### src/rtl/exc_irq_sequencer.sv
// Exception/interrupt sequencer for the LEGv8 core.
// Arbitrates invalid-opcode, ERET and external IRQ events, drives the
// Exc/ERet/EStatus contract into the datapath, completes the ExcAck
// handshake and acknowledges the external interrupt source.
//
// Build option: define EXC_IRQ_SYNC_EN to pass ExtIRQ through a 2-flop
// synchronizer (ExtIRQ -> Exc latency becomes 3 cycles). Without it,
// ExtIRQ must already be synchronous to clk (latency 1 cycle).
//
// state   | meaning
// --------+-----------------------------------------------------------
// IDLE    | no exception in flight, arbitrating new events
// REQ     | Exc asserted, waiting for ExcAck from the datapath
// HANDLER | handler running, interrupts masked, EStatus readable
// RETURN  | one-cycle ERet strobe, EStatus cleared, mask released

module exc_irq_sequencer #(
    parameter int ACK_TIMEOUT = 16,
    parameter int CNT_W       = 8
) (
    input  logic       clk,
    input  logic       reset,
    input  logic       ExtIRQ,
    input  logic       NotAnInstr,
    input  logic       ERetInstr,
    input  logic       ExcAck,
    output logic       Exc,
    output logic       ERet,
    output logic [3:0] EStatus,
    output logic       ExtIAck,
    output logic       Masked,
    output logic       AckTimeout
);

    typedef enum logic [1:0] {
        ST_IDLE    = 2'd0,
        ST_REQ     = 2'd1,
        ST_HANDLER = 2'd2,
        ST_RETURN  = 2'd3
    } state_t;

    localparam logic [3:0] CAUSE_NONE   = 4'b0000;
    localparam logic [3:0] CAUSE_IRQ    = 4'b0001;
    localparam logic [3:0] CAUSE_BADOP  = 4'b0010;
    localparam logic [3:0] CAUSE_ERET   = 4'b0011;
    localparam logic [3:0] CAUSE_DOUBLE = 4'b0100;

    localparam logic [CNT_W-1:0] TIMEOUT_C = CNT_W'(ACK_TIMEOUT);
    localparam logic [CNT_W-1:0] CNT_ONE   = CNT_W'(1);

    state_t           state_q, state_d;
    logic [3:0]       estatus_q, estatus_d;
    logic             masked_q, masked_d;
    logic             irq_pend_q, irq_pend_d;
    logic             ext_iack_q, ext_iack_d;
    logic             ack_timeout_q, ack_timeout_d;
    logic [CNT_W-1:0] cnt_q, cnt_d;
    logic             ext_irq;
    logic             irq_req;

`ifdef EXC_IRQ_SYNC_EN
    logic [1:0] irq_sync_q;

    // Two-flop synchronizer for the asynchronous interrupt line.
    always_ff @(posedge clk or posedge reset) begin
        if (reset) begin
            irq_sync_q <= 2'b00;
        end else begin
            irq_sync_q <= {irq_sync_q[0], ExtIRQ};
        end
    end

    assign ext_irq = irq_sync_q[1];
`else
    assign ext_irq = ExtIRQ;
`endif

    // A live, unmasked request is taken in the same cycle it is first seen,
    // so IDLE does not have to wait for irq_pend to register.
    assign irq_req = irq_pend_q | (ext_irq & ~masked_q);

    // State and status registers.
    always_ff @(posedge clk or posedge reset) begin
        if (reset) begin
            state_q       <= ST_IDLE;
            estatus_q     <= CAUSE_NONE;
            masked_q      <= 1'b0;
            irq_pend_q    <= 1'b0;
            ext_iack_q    <= 1'b0;
            ack_timeout_q <= 1'b0;
            cnt_q         <= '0;
        end else begin
            state_q       <= state_d;
            estatus_q     <= estatus_d;
            masked_q      <= masked_d;
            irq_pend_q    <= irq_pend_d;
            ext_iack_q    <= ext_iack_d;
            ack_timeout_q <= ack_timeout_d;
            cnt_q         <= cnt_d;
        end
    end

    // Next-state, cause latching, mask, pending IRQ and timeout logic.
    always_comb begin
        state_d       = state_q;
        estatus_d     = estatus_q;
        masked_d      = masked_q;
        irq_pend_d    = irq_pend_q;
        ext_iack_d    = 1'b0;
        ack_timeout_d = ack_timeout_q;
        cnt_d         = '0;

        case (state_q)
            ST_IDLE: begin
                if (NotAnInstr) begin
                    state_d   = ST_REQ;
                    estatus_d = CAUSE_BADOP;
                end else if (ERetInstr) begin
                    state_d   = ST_REQ;
                    estatus_d = CAUSE_ERET;
                end else if (irq_req) begin
                    state_d   = ST_REQ;
                    estatus_d = CAUSE_IRQ;
                end
            end
            ST_REQ: begin
                if (ExcAck) begin
                    state_d    = ST_HANDLER;
                    masked_d   = 1'b1;
                    ext_iack_d = (estatus_q == CAUSE_IRQ);
                end
            end
            ST_HANDLER: begin
                // A fault inside the handler beats its own ERET.
                if (NotAnInstr) begin
                    state_d   = ST_REQ;
                    estatus_d = CAUSE_DOUBLE;
                end else if (ERetInstr) begin
                    state_d   = ST_RETURN;
                    estatus_d = CAUSE_NONE;
                    masked_d  = 1'b0;
                end
            end
            ST_RETURN: begin
                state_d = ST_IDLE;
            end
            default: begin
                state_d   = ST_IDLE;
                estatus_d = CAUSE_NONE;
                masked_d  = 1'b0;
            end
        endcase

        // Counter holds the number of the current Exc cycle, saturating at
        // the timeout so a long stall cannot wrap it.
        if (state_d == ST_REQ) begin
            if (state_q == ST_REQ) begin
                cnt_d = (cnt_q == TIMEOUT_C) ? cnt_q : cnt_q + CNT_ONE;
            end else begin
                cnt_d = CNT_ONE;
            end
        end

        if ((state_d == ST_REQ) && (cnt_d == TIMEOUT_C)) begin
            ack_timeout_d = 1'b1;
        end

        // The acknowledge retires the request; while masked a new one
        // cannot be recorded, so a level still high after ERET re-arms.
        if (ext_iack_q) begin
            irq_pend_d = 1'b0;
        end else if (ext_irq && !masked_q) begin
            irq_pend_d = 1'b1;
        end
    end

    assign Exc        = (state_q == ST_REQ);
    assign ERet       = (state_q == ST_RETURN);
    assign EStatus    = estatus_q;
    assign ExtIAck    = ext_iack_q;
    assign Masked     = masked_q;
    assign AckTimeout = ack_timeout_q;

`ifndef SYNTHESIS
    // Exc and ERet come from distinct states and must never overlap.
    a_exc_eret_excl: assert property (@(posedge clk) disable iff (reset)
        !(Exc && ERet));

    // The interrupt acknowledge is only issued once the handler has begun.
    a_iack_masked: assert property (@(posedge clk) disable iff (reset)
        ExtIAck |-> Masked);
`endif

endmodule
### config.mk
export PLATFORM = sky130hd
export DESIGN_NAME = exc_irq_sequencer
export DESIGN_NICKNAME = d
export VERILOG_FILES = /design/src/rtl/exc_irq_sequencer.sv
export SDC_FILE = /design/constraint.sdc
export NUM_CORES = 1
export LEC_CHECK = 0
export ABC_AREA = 1
export CAP_MARGIN = 10
export CORE_UTILIZATION = 51
export DETAILED_ROUTE_END_ITERATION = 6
export PLACE_DENSITY = 0.87
export SLEW_MARGIN = 20
export SYNTH_ARGS = -nofsm -noshare
export SYNTH_HDL_FRONTEND = slang
export SYNTH_SLANG_ARGS = --single-unit
### constraint.sdc
create_clock -name clk -period 1.9 [get_ports clk]
set_input_delay 0.38 -clock clk [delete_from_list [all_inputs] [get_ports clk]]
set_output_delay 0.38 -clock clk [all_outputs]
set_load 0.05 [all_outputs]
Yosys cells after proc, flatten, opt, wreduce, memory -nomap -nowiden
Cells that the tools add are included.
Widths: inputs -> output; s select.
Cells by class
  add/sub/neg operators: 1
  eq/ne operators: 12
  mux-type cells: 24
  bitwise logic cells: 3
  reductions and logical operators: 9
Operators by type and width (count)
  $mux 8: 3
  $mux 4: 5
  $eq 8x5->1 const B: 2
  $mux 2: 6
  $add 8x1->8 const B: 1
  $pmux 2 s4: 1
  $pmux 4 s2: 1
  $mux 1: 7
  $ne 2x2->1 const B: 3
  $reduce_bool 2->1: 3
  $eq 2x1->1 const B: 2
  $eq 2x2->1 const B: 2
  $eq 4x1->1 const B: 1
  $ne 4x4->1 const B: 1
  $reduce_and 4->1: 1
  $ne 3x3->1 const B: 1
  $reduce_and 3->1: 1
  $logic_and 1x1->1: 2
  $logic_not 2->1: 1
  $pmux 1 s2: 1
  $and 1x1->1: 1
  $logic_not 1->1: 1
  $not 1->1: 1
  $or 1x1->1: 1
Word-level totals
  register bits: 18
  input bits: 6
  output and inout bits: 9

Depth between registers and ports, before layout
  depth in word-level cells: 11
  gate-level depth with buffers: 12
  depth with buffers taken out: 12

Worst setup path before layout
No wires, ideal clock.
  kind: reg-to-reg
  start point: register masked_q (netlist: Masked)
  end point: register ack_timeout_q (netlist: AckTimeout)
  arrival: 1.453 ns
  data required time: 1.834 ns
  slack: 0.381 ns
  cell stages (with the launch flop): 13
  path buffers: 0
  period minus slack after synthesis: 1.519 ns
  path through: dfrtp_1 inv_1 nand2_1 nand2_1 nand2_1 nand3_4 nand2_4 inv_2 nand2_1 nand2_1 nor2_1 nand2_1 nand2_1
On the way
  longest elaborated chain between the ends: 11
Ends and longest elaborated chain
  from (decl): RTL line 53  | logic masked_q, masked_d;
  from (signal assigned): RTL line 95  | masked_q <= masked_d;
  $not 1->1 (*): RTL line 80  | assign irq_req = irq_pend_q | (ext_irq & ~masked_q);
  $and 1x1->1 (*): RTL line 80
  $or 1x1->1 (*): RTL line 80
  $mux 2 (*): RTL line 121  | end else if (irq_req) begin
  $mux 2 (*): RTL line 118  | end else if (ERetInstr) begin
  $mux 2 (*): RTL line 115  | if (NotAnInstr) begin
  $pmux 2 s4 (*): RTL line 113  | case (state_q)
  via state_d[0]: RTL line 51  | state_t state_q, state_d;
  $eq 2x1->1 (*): RTL line 156, 164
  $mux 8: RTL line 156  | if (state_d == ST_REQ) begin
  $eq 8x5->1: RTL line 164  | if ((state_d == ST_REQ) && (cnt_d == TIMEOUT_C)) begin
  $logic_and 1x1->1 (*): RTL line 164
  to (signal assigned): RTL line 98  | ack_timeout_q <= ack_timeout_d;
  to (decl): RTL line 56  | logic ack_timeout_q, ack_timeout_d;
Mark *: on every way through the listed nets, which the timed path passes. The rest lies on a longest branch.
A chain may end at the register's enable or synchronous reset.

Final worst setup path
  start point: register estatus_q[2] (netlist: EStatus[2])
  end point: output port EStatus[2]
RTL lines
  from (decl): RTL line 52  | logic [3:0] estatus_q, estatus_d;
  from (signal assigned): RTL line 94  | estatus_q <= estatus_d;
  to (decl): RTL line 29  | output logic [3:0] EStatus,
No word-level cell between the ends.

==> results.toml <==
[status]
outcome = "complete, no violations"

[power_and_ir_drop]
p_seq_share_pct = 32.3
vdd_drop_max_uv = 1190
switchingPower_uw = 851
pwr_density_cell_nw_per_um2 = 1490
p_int_uw = 867
power_frac_clock_pct = 10.9
p_leak_nw = 0.596
combPwrFrac_pct = 56.8
p_sw_share_pct = 49.5
total_power_mw = 1.72

[critical_path]
critical_path.max_stage_delay_ns = 0.81
crit_slowest_cell = "clkdlybuf4s50_1"
rrSetupSlack_ns = 0.21
path_max_fanout = 3
critPathLaunchType = "register"
crit_path_start = "EStatus[2]$_DFFE_PP0P_"
critical_path.top_delay_family = "buffers and inverters"
critPathBufInv = 1
r2r_start = "state_q[1]$_DFF_PP0_"
critPathRequiredTime_ns = 1.52
critPathCapture = "EStatus[2]"
r2r_end = "AckTimeout$_DFFE_PP0P_"
crit_chain = "clkdlybuf4s50_1"
r2r_cells = 11
cp.depth = 1
arrival_ns = 1.47
critPathCaptureType = "primary output"
worst-setup-path-type = "register to primary output"

[synth]
ys_warn_count = 0
netlist.area_leader.share_pct = 44.3
synth_ff_type = "dfrtp_1"
syn_nets = 137
synthArstFlopShare_pct = 100
synthCells = 129
yosysSeqAreaShare_pct = 44.3
syn_area_um2 = 960
syn_avg_cell_area_um2 = 7.44
synth_seq_cells = 17
synth_area_leaders = "dfrtp_1 44%, nand2_1 13%, inv_1 8.2%"
synth_edf_count = 0
synth_largest_area_cell = "dfrtp_1"
post_synth_num_cell_types = 22

[layout]
syn_to_final_growth_pct = 19.9
instances_no_fill = 171
nets = 155
layout_commonest_cell = "nand2_1"
final_cell_mix = "32 x nand2_1, 21 x inv_1, 17 x dfrtp_1, 16 x nor2_1, 14 x nand3_1"
n_antenna_cell = 0
drive_gt1_share_pct = 11.6

[placement]
place.gp.congestion = 0.831
place_inst = 167
io_buffers = 13
dpl.hpwl_mm = 1.67
post-place-ws_ns = 0.0660

[timing]
final_max_slew_viol_count = 0
finalSetupTns_ns = 0
max_slew_margin_pct = 58.7
timing.final.crit_period_ns = 1.85
worst_slew_pin_slew_ns = 0.619
finalHoldViolations = 0
timing.fmax_ghz = 0.541
fin_worst_skew_ns = 0.00184
rsz0062_at_grt = "no"
period_share_pct = 97.3
setup_violations = 0
fin_ws_ns = 0.0520

[floorplan]
initial_core_util_pct = 55.0
die_h_um = 45.4
coreArea_um2 = 1750
rows = 15
io_pins = 15
die_width_um = 45.4
die_area_um2 = 2060

[drt]
detail-route-antenna-nets = 0
drt-initial-drc-count = 19
drc = 0
via_count = 885
wl_mm = 2.09
via_per_inst = 5.18
wl_per_cell_um = 12.2
dr.pass1.iters = 4

[global_routing]
grt_pass1_wl_mm = 3.49
grt_overflow = 0
track_usage_pct = 23.6
grt_max_degree = 18
antenna_found_initial = 0
grt_pass1_vias = 847

[cts]
cts_hold_buf = 0
cts_buffers = 3
clock-sinks = 17
clk_latency_ns = 0.28
ctsResizeCount = 0
htree_num_levels = 1
cts_tree = "built"
postCtsSetupBuffers = 0
clkTransAtPathRegs_ns = 0.09
cts_buffer_depth = 2
root_buffer = "clkbuf_4"

[flow_run]
drv_cap = 0

[min_path]
hp-class = "register to register"
## logic make-up after synthesis
| group | share of synthesized area, % |
|---|---|
| buffers and inverters | 11.0 |
| adders and majority gates | 2.61 |
| other | 0.391 |
| and+or+nand+nor | 34.3 |
| DFF | 44.3 |
| AOI/OAI and AO/OA | 7.43 |
## power groups by stage
stage | Clock (mW) | Sequential [mW] | Combinational, mW
after CTS | 0.189 | 0.549 | 0.964
after floorplan | 0 | 0.678 | 0.537
after global placement | 0 | 0.544 | 0.921
after global routing | 0.205 | 0.568 | 1.06
final | 0.187 | 0.555 | 0.976
after detailed placement | 0 | 0.556 | 0.959
## state kept, by name, indices dropped and copies added (netlist names)
name / count
cnt_q: 8
EStatus: 3
state_q: 2
AckTimeout: 1
ExtIAck: 1
Masked: 1
irq_pend_q: 1
## metrics by stage
step / area [um2] / hold slack (ns) / util, %
2_1_floorplan: 960 / 0.306 / -
3_3_place_gp: 1120 / 0.403 / 64.2
3_5_place_dp: 1120 / 0.421 / 64.2
4_1_cts: 1150 / 0.436 / 65.7
5_1_grt: 1150 / 0.460 / 65.9
6_report: 1150 / 0.433 / 65.9
## worst min path at each step
| stage | end | cells past startpoint | from |
|---|---|---|---|
| 6_report | irq_pend_q$_DFFE_PP0P_ | 1 | ExtIAck$_DFF_PP0_ |
| 5_1_grt | irq_pend_q$_DFFE_PP0P_ | 1 | ExtIAck$_DFF_PP0_ |
| 4_1_cts | irq_pend_q$_DFFE_PP0P_ | 1 | ExtIAck$_DFF_PP0_ |
| 3_5_place_dp | irq_pend_q$_DFFE_PP0P_ | 1 | ExtIAck$_DFF_PP0_ |
| 3_3_place_gp | irq_pend_q$_DFFE_PP0P_ | 1 | ExtIAck$_DFF_PP0_ |
| 2_1_floorplan | AckTimeout$_DFFE_PP0P_ | 1 | reset |
## cells in the mapped netlist (2+ instances only)
master,number
nand2_1,32
inv_1,21
dfrtp_1,17
nor2_1,16
nand3_1,14
o21ai_0,7
a21oi_1,4
ha_1,2
inv_2,2
nand2_4,2
## layer usage
metal | wire length, um | track usage, % | vias to the layer above
met3 | 77 | 1.19 | 8
met4 | 51 | 16.4 | 0
met2 | 1110 | 40.0 | 30
met1 | 850 | 28.6 | 415
met5 | 0 | 0 | -
li1 | - | - | 432
## final cells by class
type,instances,area (um2)
timing repair buffer,15,148
fill,138,594
multi-input combinational,87,434
clock buffer,4,26.3
inverter,23,86.3
sequential,17,425
tap,25,31.3
## worst reg2reg max path: cells and delay by family, from the launching register on
kind | cells | cell delay, ns
buffers and inverters | 2 | 0.12
DFF | 1 | 0.48
and+or+nand+nor | 9 | 1.04
Power figures use the tool's default switching activity.
